## config.mk

```make
export PLATFORM = sky130hd
export DESIGN_NAME = ahb_cache_arbiter
export DESIGN_NICKNAME = d
export VERILOG_FILES = /design/src/rtl/ahb_cache_arbiter_pkg.sv /design/src/rtl/ahb_cache_arbiter.sv
export SDC_FILE = /design/constraint.sdc
export NUM_CORES = 1
export LEC_CHECK = 0
export BUFFER_PORTS_ARGS = -buffer_cell sky130_fd_sc_hd__buf_4
export CAP_MARGIN = 10
export CORE_AREA = 2 2 131 133
export DETAILED_ROUTE_END_ITERATION = 10
export DIE_AREA = 0 0 133 135
export SYNTH_ARGS = -nofsm -noshare
export SYNTH_HDL_FRONTEND = slang
export SYNTH_SLANG_ARGS = --single-unit
```

## constraint.sdc

```tcl
create_clock -name clk -period 2.9 [get_ports clk]
set_clock_uncertainty 0.05 [all_clocks]
set_input_delay 0.58 -clock clk [delete_from_list [all_inputs] [get_ports clk]]
set_output_delay 0.58 -clock clk [all_outputs]
set_load 0.01 [all_outputs]
```

## src/rtl/ahb_cache_arbiter_pkg.sv

```systemverilog
// Shared definitions for the I/D-cache AHB arbiter: AHB transfer types and
// the arbiter state encoding. The owned states are one-hot {m1,m0}, so the
// state register doubles as the grant vector.
package ahb_cache_arbiter_pkg;

    localparam logic [1:0] AHB_IDLE   = 2'b00;
    localparam logic [1:0] AHB_BUSY   = 2'b01;
    localparam logic [1:0] AHB_NONSEQ = 2'b10;
    localparam logic [1:0] AHB_SEQ    = 2'b11;

    typedef enum logic [1:0] {
        ARB_IDLE = 2'b00,
        ARB_OWN0 = 2'b01,
        ARB_OWN1 = 2'b10
    } arb_state_t;

endpackage

```

## src/rtl/ahb_cache_arbiter.sv

```systemverilog
// Two-master AHB arbiter: the instruction cache (m0) and data cache (m1)
// share one AHB master port. Grant is held for a whole burst and only
// released when the owner drops sel while the bus is ready.
module ahb_cache_arbiter
    import ahb_cache_arbiter_pkg::*;
#(
    parameter int FIXED_PRIO = 0,
    parameter int HOLD_LIMIT = 64
) (
    input  logic        clk,
    input  logic        rst,
    // master 0 (instruction cache)
    input  logic        m0_sel,
    input  logic [1:0]  m0_htrans,
    input  logic [31:0] m0_haddr,
    input  logic [2:0]  m0_hburst,
    input  logic [2:0]  m0_hsize,
    input  logic [3:0]  m0_hprot,
    input  logic        m0_hwrite,
    input  logic [31:0] m0_hwdata,
    output logic        m0_hready_out,
    output logic [31:0] m0_hrdata,
    output logic        m0_hresp,
    // master 1 (data cache)
    input  logic        m1_sel,
    input  logic [1:0]  m1_htrans,
    input  logic [31:0] m1_haddr,
    input  logic [2:0]  m1_hburst,
    input  logic [2:0]  m1_hsize,
    input  logic [3:0]  m1_hprot,
    input  logic        m1_hwrite,
    input  logic [31:0] m1_hwdata,
    output logic        m1_hready_out,
    output logic [31:0] m1_hrdata,
    output logic        m1_hresp,
    // shared AHB master port
    output logic        AHB_sel,
    output logic [1:0]  AHB_htrans,
    output logic [31:0] AHB_haddr,
    output logic [2:0]  AHB_hburst,
    output logic [2:0]  AHB_hsize,
    output logic [3:0]  AHB_hprot,
    output logic        AHB_hwrite,
    output logic [31:0] AHB_hwdata,
    output logic        AHB_hready_in,
    input  logic [31:0] AHB_hrdata,
    input  logic        AHB_hready_out,
    input  logic        AHB_hresp,
    // status
    output logic [1:0]  grant,
    output logic        hold_timeout
);

    localparam int               CNT_W     = $clog2(HOLD_LIMIT + 1);
    localparam logic [CNT_W-1:0] LIMIT_VAL = CNT_W'(HOLD_LIMIT);

    arb_state_t       state, state_nxt;
    logic             last_m1, last_m1_nxt;   // 1: m1 was the last owner to release
    logic [1:0]       dphase_owner;           // one-hot owner of the current data phase
    logic [CNT_W-1:0] hold_cnt, hold_cnt_nxt;
    logic             grant_change;

    // Next owner: new grants only from IDLE, hand-over only on the owner's release
    // NOTE: every always_comb output gets a default first, so no path can infer a latch.
    always_comb begin
        state_nxt   = state;
        last_m1_nxt = last_m1;
        case (state)
            ARB_IDLE: begin
                if (m0_sel && m1_sel)
                    state_nxt = (FIXED_PRIO != 0 || !last_m1) ? ARB_OWN1 : ARB_OWN0;
                else if (m0_sel)
                    state_nxt = ARB_OWN0;
                else if (m1_sel)
                    state_nxt = ARB_OWN1;
            end
            ARB_OWN0: begin
                if (!m0_sel && AHB_hready_out) begin
                    last_m1_nxt = 1'b0;
                    state_nxt   = m1_sel ? ARB_OWN1 : ARB_IDLE;
                end
            end
            ARB_OWN1: begin
                if (!m1_sel && AHB_hready_out) begin
                    last_m1_nxt = 1'b1;
                    state_nxt   = m0_sel ? ARB_OWN0 : ARB_IDLE;
                end
            end
            default: state_nxt = ARB_IDLE;
        endcase
    end

    // Arbiter state and round-robin pointer; last=m1 after reset so m0 wins first
    // NOTE: registers use non-blocking assignments so every flop samples pre-edge values.
    always_ff @(posedge clk) begin
        if (rst) begin
            state   <= ARB_IDLE;
            last_m1 <= 1'b1;
        end else begin
            state   <= state_nxt;
            last_m1 <= last_m1_nxt;
        end
    end

    assign grant = state;

    // Data phase follows the address phase that the bus just accepted
    always_ff @(posedge clk) begin
        if (rst)
            dphase_owner <= 2'b00;
        else if (AHB_hready_out)
            dphase_owner <= grant;
    end

    // Ownership length counter: 1 on the first owned cycle, saturating at the limit
    assign grant_change = (state_nxt != state);

    always_comb begin
        hold_cnt_nxt = hold_cnt;
        if (grant_change)
            hold_cnt_nxt = (state_nxt != ARB_IDLE) ? CNT_W'(1) : '0;
        else if (state != ARB_IDLE && hold_cnt != LIMIT_VAL)
            hold_cnt_nxt = hold_cnt + CNT_W'(1);
    end

    // Debug pulse in the owned cycle whose count first equals the limit
    always_ff @(posedge clk) begin
        if (rst) begin
            hold_cnt     <= '0;
            hold_timeout <= 1'b0;
        end else begin
            hold_cnt     <= hold_cnt_nxt;
            hold_timeout <= (hold_cnt_nxt == LIMIT_VAL) && (grant_change || hold_cnt != LIMIT_VAL);
        end
    end

    // Address-phase mux by grant; an ungranted master never reaches the bus
    always_comb begin
        AHB_sel    = 1'b0;
        AHB_htrans = AHB_IDLE;
        AHB_haddr  = '0;
        AHB_hburst = '0;
        AHB_hsize  = '0;
        AHB_hprot  = '0;
        AHB_hwrite = 1'b0;
        case (state)
            ARB_OWN0: begin
                AHB_sel    = m0_sel;
                AHB_htrans = m0_htrans;
                AHB_haddr  = m0_haddr;
                AHB_hburst = m0_hburst;
                AHB_hsize  = m0_hsize;
                AHB_hprot  = m0_hprot;
                AHB_hwrite = m0_hwrite;
            end
            ARB_OWN1: begin
                AHB_sel    = m1_sel;
                AHB_htrans = m1_htrans;
                AHB_haddr  = m1_haddr;
                AHB_hburst = m1_hburst;
                AHB_hsize  = m1_hsize;
                AHB_hprot  = m1_hprot;
                AHB_hwrite = m1_hwrite;
            end
            default: ;
        endcase
    end

    // Data-phase routing by data-phase owner
    always_comb begin
        case (dphase_owner)
            2'b01:   AHB_hwdata = m0_hwdata;
            2'b10:   AHB_hwdata = m1_hwdata;
            default: AHB_hwdata = '0;
        endcase
    end

    assign m0_hresp      = dphase_owner[0] & AHB_hresp;
    assign m1_hresp      = dphase_owner[1] & AHB_hresp;
    assign m0_hready_out = grant[0] & AHB_hready_out;
    assign m1_hready_out = grant[1] & AHB_hready_out;
    assign m0_hrdata     = AHB_hrdata;
    assign m1_hrdata     = AHB_hrdata;
    assign AHB_hready_in = AHB_hready_out;

endmodule
```

==> run summary <==
Filler instances: 1801
Cell Area, Placed: 0.00412 mm^2
Share of layout cells above drive strength 1: 0.504
Final setup violation count: 0
H-tree depth: 1
Die width: 133 um
Post-CTS setup buffers: 0
Post-Syn Area per Cell: 7.00 um^2
Area grow syn2layout: 65.5%
CTS Root Cell: clkbuf_16
Post-CTS sizing: 0
Post-synth ARST share: 0
Max_slew headroom: 0.679
Vias post-DR: 3209
Cells after Synth: 363
First-pass GRT wire length: 15.5 mm
Clock Latency Late Sink: 0.24 ns
Area share of the largest cell type after synthesis: 0.228
Lkg Pwr: 0.00185 uW
Max frequency: 384 MHz
Final RePlAce weighted congestion: 0.786
Row Count: 47
I/O pin cnt: 342
Crit. End Element: primary output
Slew Viols, Final: 0
Run status: finished, final reports clean
Startpoint types: register
Die area: 0.0180 mm^2
Initial Util: 0.155
Final Cell Area: 0.00420 mm^2
Max_cap viols: 0
Clock slew at reported path FFs: 0.05 ns
Cell accounting for the most synthesized area: a22oi_1
Clock buffer count from CTS: 3
Post-layout minimum cycle time: 2.60 ns
Initial drt markers: 194
Top post-synthesis cells by area: a22oi_1 23%, buf_4 19%, nor2b_1 12%
Max Root-Sink Buffers: 2
Yosys reg bits: 13
Worst-margin pin slew: 0.477 ns
Core area: 0.0164 mm^2
Worst Hold Class: register to register
Number of synthesized flops with an enable pin: 0
Worst EP arrival: 1.97 ns
# DRC: 0
Critical Path Fanout Max: 47
Ant. Diodes: 0
Synth Flop Type: dfxtp_1
Initial antenna violation count: 0
Syn nets: 564
Drt first pass iters: 4
Hold Fails Final Rpt: 0
Period utilisation layout: 0.897
CTS Sinks: 13
GRT Total Usage: 0.107
Port Buf Inserts: 245
Fin Setup TNS: 0 ns
Sequential element share of the synthesized area: 0.102
Hold_buf cts: 0
Worst vdd ir: 0.158 mV
Power density over the cells: 328 mW/mm^2
Critical Path RT: 2.27 ns
CP Class: register to primary output
Placed cells: 744
Post-DP HPWL: 8.75 mm
Die height: 135 um
Post-DR vias/cell: 4.29
RSZ-0062 raised after global routing: no
Syn Std Cell Area: 0.00254 mm^2
WL final: 10.7 mm
Non-filler cells, final: 748
Ys Warns: 0
Yosys cell types: 46
Routed len/inst: 14.3 um
CTS tree: built
Antenna Violating Nets Remaining: 0
Largest net degree at the start of global routing: 48
Number of global-route vias before repair: 2985
Global route overflow: 0
Fin nets: 730
-- state kept, by name (all words and copies together), names as in the netlist --
signal	count
dphase_owner	2
grant	2
hold_cnt	7
hold_timeout	1
last_m1	1
-- synthesized netlist by cell type (2+ instances only) --
master / count
nor3_1: 2
a21oi_1: 9
nand2b_1: 3
nor2b_1: 48
nor2_1: 48
dfxtp_1: 13
a22oi_1: 77
clkbuf_1: 22
xnor2_1: 4
nand4b_1: 2
o31ai_1: 2
a21oi_2: 2
inv_1: 8
buf_4: 65
xor2_1: 2
nand2_1: 11
nand3_1: 6
and2_1: 3
ha_1: 9
-- routing by layer --
metal,wire length [um],vias to the layer above,track usage
li1,-,1548,-
met2,5120,214,0.185
met1,4150,1415,0.126
met4,228,0,0.0317
met5,0,-,0
met3,1240,32,0.0338
-- power by group --
part / switching, uW / leakage, uW / internal [uW]
Combinational: 439 / 0.00170 / 463
Clock: 76.6 / 0.0000382 / 185
Sequential: 20.1 / 0.000106 / 194
Total: 536 / 0.00185 / 843
-- final timing paths --
path | from | to | slack [ns] | cells after the start
setup / recovery | grant[0] | AHB_haddr[19] | 0.30 | 6
hold / removal | hold_cnt[2] | hold_cnt[2] | 0.50 | 2
setup reg to reg | grant[0] | hold_timeout | 0.44 | 8
hold reg to reg | hold_cnt[2] | hold_cnt[2] | 0.50 | 2
-- final cells by class --
| type | count | area, um^2 | area share |
|---|---|---|---|
| Sequential cell | 13 | 260 | 0.0619 |
| Tap cell | 220 | 275 | 0.0655 |
| Multi-Input combinational cell | 251 | 1660 | 0.394 |
| Clock buffer | 4 | 78.8 | 0.0188 |
| Inverter | 9 | 33.8 | 0.00804 |
| Timing Repair Buffer | 251 | 1900 | 0.451 |
-- cells by family after synthesis --
logic type      Yosys count  synth area share
compound gates          105             0.311
xor+xnor                  6            0.0207
fa+ha+maj                 9            0.0443
buf+inv                  99             0.246
flops                    13             0.102
mux                       2           0.00837
simple gates            129             0.267
-- worst max-delay path: stages, from the launching register on --
cell     delay (ns)
dfxtp_1        0.37
inv_1          0.25
ha_1           0.19
buf_4          0.41
a22oi_1        0.19
nor2b_1        0.15
buf_4          0.14
-- placed cells by master (no fill, tap or decap), types with 2 or more instances in the layout --
cell       synthesis  routed
nor2_1            48      48
nand3_1            6       6
xnor2_1            4       4
o31ai_1            2       2
inv_1              8       8
clkbuf_16          0       3
nand2_1           11      11
nand4b_1           2       2
dfxtp_1           13      13
and2_1             3       3
nor2b_1           48      48
nand2b_1           3       3
a21oi_2            2       2
buf_4             65     250
nor3_1             2       2
a21oi_1            9       9
ha_1               9       8
a22oi_1           77      77
xor2_1             2       2
-- metrics by stage --
step / utilization / hold WS (ns) / total power, uW / worst slack [ns]
CTS: 0.256 / 0.492 / 1390 / 0.212
floorplan: - / 0.439 / 814 / 0.630
detailed placement: 0.251 / 0.489 / 1120 / 0.406
finish: 0.256 / 0.499 / 1380 / 0.298
global route: 0.256 / 0.523 / 1490 / 0.108
global placement: 0.251 / 0.481 / 1120 / 0.462
No activity file was read; power rests on OpenSTA's default activity.
